--- config.mk ---
export PLATFORM = sky130hd
export DESIGN_NAME = fir_window_feeder
export DESIGN_NICKNAME = d
export VERILOG_FILES = /design/src/rtl/fir_window_feeder.sv
export SDC_FILE = /design/constraint.sdc
export NUM_CORES = 1
export LEC_CHECK = 0
export CELL_PAD_IN_SITES_DETAIL_PLACEMENT = 1
export CELL_PAD_IN_SITES_GLOBAL_PLACEMENT = 1
export CORE_UTILIZATION = 50
export DETAILED_ROUTE_END_ITERATION = 10
export GPL_ROUTABILITY_DRIVEN = 0
export PLACE_DENSITY_LB_ADDON = 0.1
export SYNTH_ARGS = -nofsm -noshare
export SYNTH_HDL_FRONTEND = slang
export SYNTH_SLANG_ARGS = --single-unit
--- constraint.sdc ---
create_clock -name clk -period 5.5 [get_ports clk]
set_input_delay 1.1 -clock clk [delete_from_list [all_inputs] [get_ports clk]]
set_output_delay 1.1 -clock clk [all_outputs]
set_load 0.01 [all_outputs]
--- src/rtl/fir_window_feeder.sv ---
// fir_window_feeder: buffers one raster row of reference pixels and replays it
// as the overlapping TAPS-wide windows consumed by the FIR filter bank.
`default_nettype none

module fir_window_feeder #(
  parameter int NUM_PIXEL = 8,
  parameter int PIXEL_W   = 8,
  parameter int TAPS      = 8,
  parameter int ROW_W     = $clog2(NUM_PIXEL + TAPS - 1),
  parameter int COL_W     = $clog2(NUM_PIXEL)
) (
  input  logic                      clk,
  input  logic                      reset,
  input  logic                      flush,
  input  logic                      s_valid,
  output logic                      s_ready,
  input  logic [PIXEL_W-1:0]        s_pixel,
  output logic                      m_valid,
  input  logic                      m_ready,
  output logic [TAPS*PIXEL_W-1:0]   m_window,
  output logic [ROW_W-1:0]          m_row,
  output logic [COL_W-1:0]          m_col,
  output logic                      m_last
);

  localparam int               ROW_LEN  = NUM_PIXEL + TAPS - 1;
  localparam logic [ROW_W-1:0] LAST_IDX = ROW_W'(ROW_LEN - 1);
  localparam logic [COL_W-1:0] LAST_COL = COL_W'(NUM_PIXEL - 1);

  typedef enum logic [0:0] {
    FILL = 1'b0,
    EMIT = 1'b1
  } state_t;

  state_t             state_q, state_d;
  logic [ROW_W-1:0]   fill_q, fill_d;
  logic [ROW_W-1:0]   row_q, row_d;
  logic [COL_W-1:0]   col_q, col_d;
  logic [PIXEL_W-1:0] rowbuf_q [ROW_LEN];
  logic               wr_en;

  always_ff @(posedge clk or negedge reset) begin
    if (!reset) begin
      state_q <= FILL;
      fill_q  <= '0;
      row_q   <= '0;
      col_q   <= '0;
      for (int i = 0; i < ROW_LEN; i++) rowbuf_q[i] <= '0;
    end else begin
      state_q <= state_d;
      fill_q  <= fill_d;
      row_q   <= row_d;
      col_q   <= col_d;
      if (flush) begin
        for (int i = 0; i < ROW_LEN; i++) rowbuf_q[i] <= '0;
      end else if (wr_en) begin
        rowbuf_q[fill_q] <= s_pixel;
      end
    end
  end

  always_comb begin
    state_d = state_q;
    fill_d  = fill_q;
    row_d   = row_q;
    col_d   = col_q;
    wr_en   = 1'b0;
    // flush takes priority and swallows any handshake in the same cycle
    if (flush) begin
      state_d = FILL;
      fill_d  = '0;
      row_d   = '0;
      col_d   = '0;
    end else begin
      case (state_q)
        FILL: begin
          if (s_valid) begin
            wr_en = 1'b1;
            if (fill_q == LAST_IDX) begin
              state_d = EMIT;
              fill_d  = '0;
              col_d   = '0;
            end else begin
              fill_d = fill_q + ROW_W'(1);
            end
          end
        end
        EMIT: begin
          if (m_ready) begin
            if (col_q != LAST_COL) begin
              col_d = col_q + COL_W'(1);
            end else begin
              col_d   = '0;
              fill_d  = '0;
              state_d = FILL;
              row_d   = (row_q == LAST_IDX) ? '0 : row_q + ROW_W'(1);
            end
          end
        end
        default: state_d = FILL;
      endcase
    end
  end

  // The buffer is frozen during EMIT, so each tap is a pure function of col_q.
  for (genvar k = 0; k < TAPS; k++) begin : g_tap
    assign m_window[k*PIXEL_W +: PIXEL_W] = rowbuf_q[ROW_W'(col_q) + ROW_W'(k)];
  end

  assign s_ready = (state_q == FILL);
  assign m_valid = (state_q == EMIT);
  assign m_row   = row_q;
  assign m_col   = col_q;
  assign m_last  = m_valid && (row_q == LAST_IDX) && (col_q == LAST_COL);

endmodule

`default_nettype wire

==> metrics.log <==
INFO  metric finalMaxSlewViolations = 0
INFO  metric total_cts_buffers = 17
INFO  metric critical_path.endpoint_type = primary output
INFO  metric vias = 9284
INFO  metric grt_setup_unrepaired = no
INFO  metric wl_per_cell = 28.2 um
INFO  metric postCtsSetupBuffers = 0
INFO  metric num_rows = 51
INFO  metric cts.root.buffer_cell = sky130_fd_sc_hd__clkbuf_16
INFO  metric max_slew_margin = between 10% and 20%
INFO  metric n_antenna_cell = 0
INFO  metric multi_input_area = 6280 sq um
INFO  metric synth.ff_latch_count = 132
INFO  metric synth_top_flop_cell = sky130_fd_sc_hd__dfrtp_1
INFO  metric viasPerCell = 7.05
INFO  metric synth.top_cells.by_area = sky130_fd_sc_hd__dfrtp_1, sky130_fd_sc_hd__mux4_2, sky130_fd_sc_hd__mux2i_1, sky130_fd_sc_hd__nand2_1, sky130_fd_sc_hd__mux4_1
INFO  metric drt_pre_antenna_iters = 5
INFO  metric power-per-cell-area = slightly above 200 nW/um^2
INFO  metric start_util = 51.4%
INFO  metric irDropWorstVdd = 0.191 mV
INFO  metric layout-area-overhead-vs-synth = 14.3%
INFO  metric synth_sequential_area_ratio = 32.7%
INFO  metric yosysTopAreaCellShare = about a third
INFO  metric clock_transition_at_path_regs = 0.06 ns
INFO  metric initial_antenna_violation_count = 0
INFO  metric placed_cells = 1285
INFO  metric drt-total-wl = about 37 mm
INFO  metric buffer_ports.inserted = 86
INFO  metric core_region_area = 19700 sq um
INFO  metric cts-hold-fix-buffers = 0
INFO  metric dpl_cell_area = roughly 11000 sq um
INFO  metric setup.worst_path.start_class = register
INFO  metric dp_hpwl = about 26 mm
INFO  metric worst_hold_path_type = register to register
INFO  metric synth_area_per_cell = 9.95 sq um
INFO  metric critical-path-max-stage-delay = between 0.8 and 0.9 ns
INFO  metric grt_start_max_net_pins = 117
INFO  metric timing.final.crit_share = 88.5%
INFO  metric cts.sinks = 132
INFO  metric total_power = approximately 2.4 mW
INFO  metric synth-edff-count = 0
INFO  metric via_count_of_the_first_global_routing_pass = 9342
INFO  metric synth_warnings = 0
INFO  metric layout.area.seq = 3310 sq um
INFO  metric drt.antenna.violating_nets = 0
INFO  metric grt_util_all_layers = 37.7%
INFO  metric tritoncts = done
INFO  metric whs = 0.554 ns
INFO  metric critical_path.cell_chain = inv_1, ha_4, buf_4, mux4_2, mux4_1, clkdlybuf4s50_1
INFO  metric cpMaxStageDelayCell = sky130_fd_sc_hd__ha_4
INFO  metric design.die.area = 20800 sq um
INFO  metric crit_type = register to primary output
INFO  metric max_cap_violations = 0
INFO  metric setup_tns = 0 ns
INFO  metric nNetsFinal = ~1100
INFO  metric data_arrival_time_of_the_critical_path = 3.77 ns
INFO  metric max_clock_freq = 0.205 GHz
INFO  metric vert_die_dim = between 100 and 150 um
INFO  metric grt_pass1_wl = 56.8 mm
INFO  metric h_tree_depth = 4
INFO  metric setup_violations = 0
INFO  metric resized_after_cts = 0
INFO  metric clk-insertion-delay-late = 0.43 ns
INFO  metric design.portCount = 87
INFO  metric final_design_area_no_fill = 11500 sq um
INFO  metric number_of_nets_produced_by_synthesis = between 1000 and 1500
INFO  metric p_leak = 4.35 nW
INFO  metric post-route-min-period = just under 5 ns
INFO  metric synth_async_sr_flop_share = 100%
INFO  metric report.final.hold_viol_count = 0
INFO  metric max_slew.worst_pin.slew = 1.21 ns
INFO  metric layout.filler_cells = 2188
INFO  metric worstPathRequired = between 4 and 5 ns
INFO  metric biggest_area_consumer_among_synthesized_cells = sky130_fd_sc_hd__dfrtp_1
INFO  metric drc_errors = 0
INFO  metric final_layout_size_suffix_gt1_share = between 10 and 15%
INFO  metric maximum_fanout_count_along_the_critical_path = 47
INFO  metric maximum_buffer_depth_of_the_clock_tree = 2
INFO  metric synth_cell_type_count = 54
INFO  metric finalClockSkew = around 0.0058 ns
INFO  metric global_route.overflow_total = 0
INFO  metric die_width = 144 um
INFO  metric post_synth_inst_count = 1015
INFO  metric layout.cells.non_filler = ~1300
INFO  metric drtIter0Drc = between 900 and 1000
INFO  metric synth.cell_area = 10100 sq um
INFO  metric run_status = complete, no violations
-- worst max-delay path, delay by kind of cell, from the launching register on --
kind	cells	cell delay, ns
mux	2	1.12
fa+ha+maj	1	0.82
buf+inv	3	1.03
flops	1	0.35
-- report_power, final --
| group | total, mW | switching (mW) | internal [mW] |
|---|---|---|---|
| sequential | 0.999 | 0.0178 | 0.981 |
| clock | 1.19 | 0.492 | 0.701 |
| combinational | 0.170 | 0.116 | 0.0549 |
| total | 2.36 | 0.626 | 1.74 |
-- sequential cells by signal (all words and copies together), names as in the netlist --
name,flops
m_col,3
m_valid,1
m_row,4
rowbuf_q,120
fill_q,4
-- synth_stat cells (all sizes together), types with 2 or more instances --
library cell and count:
nand2 176, dfrtp 132, mux4 109, a21oi 107, nand3 90, nor2 80
mux2i 67, buf 54, clkbuf 44, o21ai 30, a211oi 14, o211ai 14
o22ai 12, ha 11, nor3 10, a22oi 8, mux2 6, nor2b 6
inv 5, nand2b 5, o32ai 5, and3 3, a21boi 2, a21o 2
a221oi 2, and4bb 2, nand3b 2, o2111ai 2
-- area by class of cell --
type,count,area share [%]
clock inverters,12,1.24
clock buffers,20,3.96
multi-input cells,779,54.4
well taps,265,2.87
repair buffers,103,8.66
flip-flops and latches,132,28.7
inverters,6,0.195
-- metal layers --
layer | vias up | share of wire (%) | track usage [%]
li1 | 3859 | - | -
met1 | 4799 | 39 | 49.2
met2 | 512 | 47 | 58.4
met3 | 114 | 8.1 | 8.15
met4 | 0 | 5.6 | 21.6
met5 | - | 0 | 0
-- placed cells by master, fill, tap and decap left out, types with 17 or more instances in the layout --
master	instances
sky130_fd_sc_hd__mux4_2	88
sky130_fd_sc_hd__o21ai_0	30
sky130_fd_sc_hd__clkdlybuf4s50_1	84
sky130_fd_sc_hd__clkbuf_16	17
sky130_fd_sc_hd__a21oi_1	106
sky130_fd_sc_hd__buf_4	17
sky130_fd_sc_hd__dfrtp_1	130
sky130_fd_sc_hd__nand2_1	176
sky130_fd_sc_hd__mux4_1	21
sky130_fd_sc_hd__nor2_1	79
sky130_fd_sc_hd__mux2i_1	67
sky130_fd_sc_hd__nand3_1	90
-- kinds of logic after synthesis --
| kind of cell | count (synthesis) | share of synthesized area [%] |
|---|---|---|
| fa+ha+maj | 11 | 1.36 |
| flops | 132 | 32.7 |
| mux | 182 | 32.4 |
| xor+xnor | 1 | 0.0867 |
| buf+inv | 104 | 5.23 |
| compound gates | 205 | 11.9 |
| simple gates | 380 | 16.3 |
-- final timing paths --
kind | endpoint | start | cells after the start | slack (ns)
min reg2reg | m_row[3] | m_row[3] | 1 | 0.55
max in group asynchronous | m_col[0] | reset | 2 | 3.59
min in group asynchronous | fill_q[0] | reset | 1 | 0.71
max reg2reg | rowbuf_q[26] | m_valid | 4 | 2.75
max | m_window[29] | m_col[1] | 6 | 0.63
min | m_row[3] | m_row[3] | 1 | 0.55
-- through the flow --
step	setup slack, ns	util [%]
final	0.630	58.7
after global routing	0.479	58.7
after floorplan	1.66	-
after detailed placement	1.09	55.7
after CTS	0.620	58.7
after global placement	1.17	55.7
Note: power is estimated with default switching activity, not from simulation.
